==> src/rtl/serial_arb_pkg.sv <==
// Shared types and sizing helpers for the two-client serial adder scheduler.
package serial_arb_pkg;

   typedef enum logic [1:0] {
      IDLE  = 2'd0,
      SHIFT = 2'd1,
      DONE  = 2'd2
   } state_t;

   localparam int DEFAULT_WIDTH = 8;
   localparam int DEFAULT_CNT_W = $clog2(DEFAULT_WIDTH);

   function automatic int cnt_width(input int width);
      return $clog2(width);
   endfunction

endpackage

==> src/rtl/serial_add_slice.sv <==
// One-bit full adder with a carry flop that can be preloaded, advanced or cleared.
module serial_add_slice (
   input  logic clk,
   input  logic clr_n,
   input  logic load,
   input  logic cin,
   input  logic en,
   input  logic a,
   input  logic b,
   output logic s,
   output logic co
);

   logic c;

   always_comb begin
      s  = a ^ b ^ c;
      co = (a & b) | (a & c) | (b & c);
   end

   // NOTE: state is written with <= so every flop samples pre-edge values, whatever the statement order.
   always_ff @(posedge clk) begin
      if (!clr_n)
         c <= 1'b0;
      else if (load)
         c <= cin;
      else if (en)
         c <= co;
   end

endmodule

==> src/rtl/serial_adder_arbiter.sv <==
// Round-robin scheduler sharing one bit-serial adder between two requesters;
// LSB-first addition over WIDTH cycles with a req/gnt/done handshake.
module serial_adder_arbiter
   import serial_arb_pkg::*;
#(
   parameter int WIDTH = DEFAULT_WIDTH
) (
   input  logic             clk,
   input  logic             rst,
   input  logic             req0,
   input  logic             req1,
   input  logic [WIDTH-1:0] a0,
   input  logic [WIDTH-1:0] b0,
   input  logic [WIDTH-1:0] a1,
   input  logic [WIDTH-1:0] b1,
   input  logic             cin0,
   input  logic             cin1,
   output logic             gnt0,
   output logic             gnt1,
   output logic             busy,
   output logic             done,
   output logic             done_id,
   output logic [WIDTH-1:0] sum,
   output logic             cout
);

   localparam int CW = cnt_width(WIDTH);

   state_t           state, state_nxt;
   logic [WIDTH-1:0] a_sr, b_sr;
   logic [WIDTH-2:0] sum_sr;
   logic [WIDTH-1:0] sum_nxt;
   logic [CW-1:0]    cnt;
   logic             last_id;
   logic             any_req, pick1, grant, shifting, last_bit;
   logic [WIDTH-1:0] a_sel, b_sel;
   logic             cin_sel;
   logic             s_bit, c_next;

   // pick1: requester 1 wins when alone, or when both ask and 0 was served last.
   always_comb begin
      any_req  = req0 | req1;
      pick1    = req1 & (~req0 | ~last_id);
      grant    = (state == IDLE) & any_req;
      shifting = (state == SHIFT);
      last_bit = (cnt == CW'(WIDTH - 1));
      a_sel    = pick1 ? a1 : a0;
      b_sel    = pick1 ? b1 : b0;
      cin_sel  = pick1 ? cin1 : cin0;
      sum_nxt  = {s_bit, sum_sr};
   end

   serial_add_slice u_slice (
      .clk   (clk),
      .clr_n (rst),
      .load  (grant),
      .cin   (cin_sel),
      .en    (shifting),
      .a     (a_sr[0]),
      .b     (b_sr[0]),
      .s     (s_bit),
      .co    (c_next)
   );

   always_ff @(posedge clk) begin
      if (!rst)
         state <= IDLE;
      else
         state <= state_nxt;
   end

   // NOTE: assign the default first so no path through the case leaves state_nxt unassigned (no latch).
   always_comb begin
      state_nxt = state;
      case (state)
         IDLE:    if (any_req) state_nxt = SHIFT;
         SHIFT:   if (last_bit) state_nxt = DONE;
         DONE:    state_nxt = IDLE;
         default: state_nxt = IDLE;
      endcase
   end

   always_ff @(posedge clk) begin
      if (!rst) begin
         a_sr    <= '0;
         b_sr    <= '0;
         sum_sr  <= '0;
         cnt     <= '0;
         last_id <= 1'b1;
         gnt0    <= 1'b0;
         gnt1    <= 1'b0;
         busy    <= 1'b0;
         done    <= 1'b0;
         done_id <= 1'b0;
         sum     <= '0;
         cout    <= 1'b0;
      end else begin
         case (state)
            IDLE: begin
               if (any_req) begin
                  a_sr    <= a_sel;
                  b_sr    <= b_sel;
                  cnt     <= '0;
                  gnt0    <= ~pick1;
                  gnt1    <= pick1;
                  done_id <= pick1;
                  last_id <= pick1;
                  busy    <= 1'b1;
               end
            end
            SHIFT: begin
               a_sr   <= a_sr >> 1;
               b_sr   <= b_sr >> 1;
               sum_sr <= sum_nxt[WIDTH-1:1];
               cnt    <= cnt + 1'b1;
               if (last_bit) begin
                  sum  <= sum_nxt;
                  cout <= c_next;
                  done <= 1'b1;
               end
            end
            DONE: begin
               done <= 1'b0;
               gnt0 <= 1'b0;
               gnt1 <= 1'b0;
               busy <= 1'b0;
            end
            default: begin
               done <= 1'b0;
               gnt0 <= 1'b0;
               gnt1 <= 1'b0;
               busy <= 1'b0;
            end
         endcase
      end
   end

endmodule

==> config.mk <==
export PLATFORM = sky130hd
export DESIGN_NAME = serial_adder_arbiter
export DESIGN_NICKNAME = d
export VERILOG_FILES = /design/src/rtl/serial_arb_pkg.sv /design/src/rtl/serial_add_slice.sv /design/src/rtl/serial_adder_arbiter.sv
export SDC_FILE = /design/constraint.sdc
export NUM_CORES = 1
export LEC_CHECK = 0
export CAP_MARGIN = 20
export CORE_ASPECT_RATIO = 0.9
export CORE_MARGIN = 2
export CORE_UTILIZATION = 40
export DETAILED_ROUTE_END_ITERATION = 8
export PLACE_DENSITY = 0.74
export SYNTH_ARGS = -nofsm -noshare
export SYNTH_HDL_FRONTEND = slang
export SYNTH_SLANG_ARGS = --single-unit
==> constraint.sdc <==
create_clock -name clk -period 1.4 [get_ports clk]
set_input_delay 0.14 -clock clk [delete_from_list [all_inputs] [get_ports clk]]
set_output_delay 0.14 -clock clk [all_outputs]
set_load 0.005 [all_outputs]
==> metrics.csv, run 1 <==
stage;metric;value;unit
worst_setup_path;worstReg2RegEnd;b_sr[2]$_SDFFE_PN0P_;
die;core_area;4950;sq um
global_route;grt-ovfl-total;0;
drt;drtAntennaViolNets;0;
worst_setup_path;startpoint;state[0]$_SDFFE_PN0P_;
timing;maxSlewViolCount;0;
logic_synthesis;synth.avg_cell_area;8.89;sq um
timing;tns;0;ps
cts;cts_root_buf;clkbuf_8;
logic_synthesis;synth_edf_count;0;
logic_synthesis;synthCells;236;
worst_setup_path;crit_path_start_kind;flop;
worst_setup_path;rr_worst_depth;5;
die;die_area;5840;sq um
placed_design;dp_cells;352;
placed_design;hpwlAfterDp;3340;microns
cts;htreeDepth;2;
worst_setup_path;cp.arrival;1470;ps
finish;fillers;441;
cts;post_cts.repair.setup_buffers;0;
finish;layout-drive-gt1-share;0.112;
die;rows;24;
finish;multi_input_area;1100;sq um
die;initial_core_util;0.423;
drt;num_vias;1868;
timing;rsz0062_at_grt;false;
timing;fin_crit_sh;0.918;
worst_setup_path;path_max_fanout;16;
global_route;grt_max_degree;38;
logic_synthesis;synth.area.top_cells;dfxtp_1 42%, mux2i_1 8.1%, and3b_1 5.8%;
logic_synthesis;synth_seq_area_share;0.420;
pwr;powerDensity;992;nW/um^2
logic_synthesis;yosys.area.top_type;dfxtp_1;
global_route;grtUsageTotal;0.183;
global_route;first_global_vias;1813;
worst_setup_path;r2r_start;state[0]$_SDFFE_PN0P_;
logic_synthesis;ys_warn_count;0;
finish;area_growth;39.3;%
cts;cts_hold_buf;0;
die;io-pin-count;52;
logic_synthesis;yosys-top-cells-count;44 x dfxtp_1, 26 x nand2_1, 24 x a21oi_1;
worst_setup_path;cp.required;1590;ps
logic_synthesis;syn_area;2100;sq um
cts;cts.reportedPaths.clkPinSlew;90;ps
pwr;total_power;2.90;mW
logic_synthesis;syn_nets;277;
cts;cts_tree;built;
drt;drc;0;
drt;drt_wl_total;4810;microns
drt;dr.first_iter.drc_count;86;
finish;seq_area;881;sq um
worst_setup_path;path_class;flop to flop;
die;die_y;72.7;microns
timing;fmax;778;MHz
pwr;ir_worst_vdd;586;uV
cts;ctsResizeCount;0;
timing;slew_headroom;0.838;
cts;cts.sinks;44;
timing;finalSetupViolCount;0;
finish;fin_area;2920;sq um
run;maxCapViolCount;0;
finish;diodes;0;
placed_design;dp_slack;-147;ps
placed_design;gp_congestion;0.741;
logic_synthesis;synth_seq_cells;44;
global_route;grt_pass1_wl;8350;microns
worst_setup_path;ff2ff_setup_slack;120;ps
placed_design;portBuffers;51;
logic_synthesis;synth_top_area_share;0.420;
hold_path;hp-class;flop to flop;
logic_synthesis;synthFlopType;dfxtp_1;
finish;fin_cells;360;
drt;dr.pass1.iters;4;
die;fp.dieW;80.3;microns
timing;finalHoldViolCount;0;
drt;wire_per_inst;13.3;microns
drt;avgViaCountPerCell;5.19;
logic_synthesis;synthArstFlopShare;0;
global_route;antenna_found_initial;0;
timing;fin_skew;7.09;ps
logic_synthesis;ys_types;35;
cts;cts_made_buffers;5;
worst_setup_path;endpoint;b_sr[2]$_SDFFE_PN0P_;
timing;whs;457;ps
finish;nets;335;
timing;worst_pin_slew;242;ps
cts;clock_latency;300;ps
placed_design;placed_area;2800;sq um
timing;period_needed;1280;ps
cts;clk_path_buf_depth;2;
pwr;p_leak;1.12;nW
timing;layout_setup_ws;115;ps
hold_path;hp-start;sum[3]$_SDFFE_PN0P_;
outcome;run_status;finished, final reports clean;
worst_setup_path;end_kind;flop;
finish;final_util;0.590;
logic_synthesis;synth.most_common_cell;dfxtp_1;
-- worst max-delay path: stages, from the launching register on --
cell and delay (ps):
dfxtp_1 360, buf_4 210, nor3_4 70, buf_12 150, a211oi_1 270, o22ai_1 100
-- report_power, final --
group	leakage [nW]	switching (mW)	internal (mW)	total [mW]
Sequential	0.360	0.0436	1.32	1.36
Clock	0.0645	0.437	0.630	1.07
Combinational	0.695	0.205	0.266	0.471
-- state kept, by name, indices dropped and copies added (netlist names), 2 cells and up --
signal,flops
sum,8
b_sr,8
a_sr,8
state,2
cnt,3
sum_sr,7
-- placed cells by master, fill, tap and decap left out, types with 2 or more instances in the layout --
cell type,n
a211oi_1,14
a21oi_1,24
and2_1,14
and3b_1,14
buf_12,5
buf_4,13
clkbuf_8,7
clkdlybuf4s50_1,51
dfxtp_1,44
ha_1,2
inv_1,5
mux2i_1,17
nand2_1,26
nand2b_1,5
nand3_1,9
nor2_1,6
o211ai_1,2
o21ai_1,4
o22ai_1,16
-- final cells by class --
type                    count  share of cell area
repair buffers             69               0.242
inverters                   6             0.00771
flip-flops and latches     44               0.301
multi-input cells         168               0.377
well taps                  65              0.0278
clock buffers               7              0.0330
clock inverters             1              0.0103
-- logic make-up after synthesis --
group / Yosys count / share of synthesized area
adder cells (fa/ha/maj): 3 / 0.0215
flip-flops: 44 / 0.420
AO/OA/AOI/OAI: 66 / 0.198
multiplexers: 17 / 0.0811
buffers and inverters: 24 / 0.0543
AND/OR/NAND/NOR: 82 / 0.225
-- worst min path at each step --
stage,end,cells after the start,slack (ps)
after floorplan,last_id$_SDFFE_PN1P_,1,220
final,sum[3]$_SDFFE_PN0P_,2,460
after detailed placement,sum_sr[0]$_SDFFE_PN0P_,2,450
after global placement,sum_sr[0]$_SDFFE_PN0P_,2,440
after CTS,sum_sr[0]$_SDFFE_PN0P_,2,460
after global routing,sum_sr[0]$_SDFFE_PN0P_,2,480
-- routing by layer --
metal / global-route usage / up-vias / routed length, microns
met2: 0.289 / 38 / 2240
met5: 0 / - / 0
met3: 0.0433 / 7 / 205
met4: 0.0753 / 0 / 91
li1: - / 955 / -
met1: 0.241 / 868 / 2260
No activity file was read; power rests on OpenSTA's default activity.
==> run 2: changes to the inputs <==
--- a/config.mk
+++ b/config.mk
@@ -11,6 +11,7 @@
 export CORE_UTILIZATION = 40
 export DETAILED_ROUTE_END_ITERATION = 8
 export PLACE_DENSITY = 0.74
+export SLEW_MARGIN = 20
 export SYNTH_ARGS = -nofsm -noshare
 export SYNTH_HDL_FRONTEND = slang
 export SYNTH_SLANG_ARGS = --single-unit
==> results of run 2 <==
No change in the layout: final DEF, timing and power equal those of run 1.
==> run 3: changes to the inputs <==
--- a/config.mk
+++ b/config.mk
@@ -5,12 +5,13 @@
 export SDC_FILE = /design/constraint.sdc
 export NUM_CORES = 1
 export LEC_CHECK = 0
+export ABC_AREA = 1
 export CAP_MARGIN = 20
 export CORE_ASPECT_RATIO = 0.9
 export CORE_MARGIN = 2
 export CORE_UTILIZATION = 40
 export DETAILED_ROUTE_END_ITERATION = 8
-export PLACE_DENSITY = 0.74
+export PLACE_DENSITY = 0.73
 export SLEW_MARGIN = 20
 export SYNTH_ARGS = -nofsm -noshare
 export SYNTH_HDL_FRONTEND = slang
==> run 3 against run 2 <==
Effect of this change: fmax increased by 0.31%; worst setup slack improved by 4.0 ps; design area decreased by 1.1%; critical path type is now flop to output pin; via count increased by 11%.
==> metrics.csv, run 3 <==
stage;metric;value;unit
outcome;run_status;finished, final reports clean;
worst_setup_path;path_class;flop to output pin;
drt;drt_wl_total;4910;microns
drt;dr.first_iter.drc_count;94;
pwr;power_switching;787;uW
logic_synthesis;synth_top_area_share;0.400;
finish;final_util;0.547;
logic_synthesis;ys_warn_count;0;
drt;num_vias;2079;
logic_synthesis;synth.mux.area_fraction;0;
cts;post_cts.repair.setup_buffers;0;
pwr;swShare;0.285;
die;rows;25;
drt;drc;0;
placed_design;hpwlAfterDp;3560;microns
drt;drtAntennaViolNets;0;
logic_synthesis;yosys-top-cells-count;65 x nand2_1, 45 x nor2_1, 44 x dfxtp_1;
worst_setup_path;startpoint;done$_SDFFE_PN0P_;
logic_synthesis;synth.avg_cell_area;7.02;sq um
drt;dr.pass1.iters;4;
timing;maxSlewViolCount;0;
finish;fin_area;2890;sq um
worst_setup_path;ff2ff_setup_slack;120;ps
cts;htreeDepth;2;
logic_synthesis;synthFlopType;dfxtp_1;
finish;nets;407;
global_route;antenna_found_initial;0;
logic_synthesis;syn_nets;355;
finish;fillers;516;
logic_synthesis;ys_types;26;
worst_setup_path;r2r_start;cnt[0]$_SDFFE_PN0P_;
drt;wire_per_inst;11.3;microns
logic_synthesis;synth.area.top_cells;dfxtp_1 40%, nand2_1 11%, nand3_1 8.6%;
timing;rsz0062_at_grt;false;
die;core_area;5290;sq um
pwr;pwr-share-clk;0.270;
finish;area_growth;31.1;%
cts;cts_made_buffers;5;
logic_synthesis;synth_compound_area_frac;0.111;
pwr;p_seq_frac;0.504;
logic_synthesis;synth_seq_area_share;0.400;
worst_setup_path;worstReg2RegEnd;sum[5]$_SDFFE_PN0P_;
cts;clk_path_buf_depth;2;
die;die_area;6120;sq um
cts;cts_root_buf;clkbuf_8;
cts;cts_tree;built;
drt;avgViaCountPerCell;4.80;
timing;whs;458;ps
run;maxCapViolCount;0;
finish;top_regs;a_sr (8), b_sr (8), sum (8);
logic_synthesis;synthCells;314;
global_route;grt-ovfl-total;0;
cts;cts.reportedPaths.clkPinSlew;70;ps
worst_setup_path;path_max_fanout;2;
die;fp.dieW;82.3;microns
worst_setup_path;cp.arrival;1140;ps
worst_setup_path;cpPeakStageDelay;500;ps
die;die_y;74.4;microns
placed_design;dp_cells;426;
timing;fin_crit_sh;0.915;
logic_synthesis;synth.most_common_cell;nand2_1;
worst_setup_path;crit_slowest_cell;clkdlybuf4s50_1;
worst_setup_path;crit_family;buffers and inverters;
hold_path;hp-start;gnt0$_SDFFE_PN0P_;
cts;clock_latency;300;ps
finish;final_common_cell;nand2_1;
timing;period_needed;1280;ps
global_route;first_global_vias;1954;
pwr;total_power;2.76;mW
finish;diodes;0;
logic_synthesis;synth_simple_gate_area_share;0.364;
global_route;grtUsageTotal;0.175;
logic_synthesis;synth_xor_xnor_area_share;0;
worst_setup_path;crit_chain;clkdlybuf4s50_1;
logic_synthesis;yosys.area.top_type;dfxtp_1;
finish;layout-drive-gt1-share;0.126;
pwr;powerDensity;955;nW/um^2
logic_synthesis;synthArstFlopShare;0;
placed_design;gp_congestion;0.781;
worst_setup_path;path_depth;1;
timing;fin_skew;2.80;ps
worst_setup_path;crit_buf_inv;1;
hold_path;worstHoldEndpoint;gnt0$_SDFFE_PN0P_;
finish;most-common-layout-cells;65 x nand2_1, 51 x clkdlybuf4s50_1, 45 x nor2_1;
logic_synthesis;synth-adder-area-share;0.0204;
worst_setup_path;rr_worst_depth;6;
placed_design;placed_area;2810;sq um
timing;finalHoldViolCount;0;
worst_setup_path;cp.required;1260;ps
timing;slew_headroom;0.787;
logic_synthesis;synth_top_family_by_area;simple AND/OR/NAND/NOR gates;
hold_path;hold_path_depth;2;
cts;ctsResizeCount;0;
global_route;grt_max_degree;31;
cts;cts_hold_buf;0;
worst_setup_path;end_kind;output pin;
timing;finalSetupViolCount;0;
pwr;ir_worst_vdd;487;uV
logic_synthesis;syn_area;2200;sq um
timing;fmax;781;MHz
placed_design;portBuffers;51;
pwr;p_leak;1.30;nW
finish;fin_cells;433;
pwr;internal_power;1.97;mW
pwr;comb_power_share;0.226;
die;initial_core_util;0.417;
global_route;grt_pass1_wl;8340;microns
cts;cts.sinks;44;
logic_synthesis;synth_edf_count;0;
timing;worst_pin_slew;319;ps
die;io-pin-count;52;
worst_setup_path;crit_path_start_kind;flop;
logic_synthesis;synth_seq_cells;44;
hold_path;hp-class;flop to flop;
-- run 3: cell types whose count changed in the layout (fill, tap and decap cells not counted), moves of 13 or more --
| cell | change |
|---|---|
| a211oi_1 | -13 |
| and2_1 | -14 |
| and3b_1 | -14 |
| inv_1 | +18 |
| mux2i_1 | -17 |
| nand2_1 | +39 |
| nand3_1 | +29 |
| nor2_1 | +39 |
| o22ai_1 | -16 |
-- run 3: routing by layer --
layer	GRT usage	wire length, microns	up-vias
li1	-	-	1100
met1	0.216	2330	946
met2	0.306	2370	31
met3	0.0510	185	2
met4	0.0352	24	0
met5	0	0	-
-- run 3: cells by family after synthesis --
kind of cell | after synthesis
AND/OR/NAND/NOR | 171
AO/OA/AOI/OAI | 48
flip-flops | 44
buffers and inverters | 48
adder cells (fa/ha/maj) | 3
-- run 3: metrics by stage --
step / TNS [ps] / setup slack [ps]
6_report: 0 / 119
4_1_cts: 0 / 102
5_1_grt: 0 / 15.6
3_5_place_dp: -2840 / -191
2_1_floorplan: 0 / 145
3_3_place_gp: -2200 / -131
-- run 3: cell type report --
cell class	count	area [sq um]	area share
timing repair buffer	64	646	0.223
tap	67	83.8	0.0290
inverter	29	109	0.0377
clock inverter	1	5.00	0.00173
multi-input combinational	222	1090	0.378
sequential	44	881	0.305
clock buffer	6	72.6	0.0251
-- run 3: how the worst max path moves through the flow --
stage | endpoint
floorplan | sum[1]$_SDFFE_PN0P_
global placement | a_sr[4]$_SDFFE_PN0P_
detailed placement | a_sr[3]$_SDFFE_PN0P_
CTS | done
global route | sum[6]$_SDFFE_PN0P_
finish | done
-- run 3: power groups by stage --
| stage | Clock [mW] | Combinational, mW | Sequential (mW) |
|---|---|---|---|
| after floorplan | 0 | 0.405 | 1.41 |
| after global placement | 0 | 0.613 | 1.42 |
| after detailed placement | 0 | 0.623 | 1.42 |
| after CTS | 0.763 | 0.627 | 1.39 |
| after global routing | 0.830 | 0.702 | 1.40 |
| final | 0.744 | 0.624 | 1.39 |
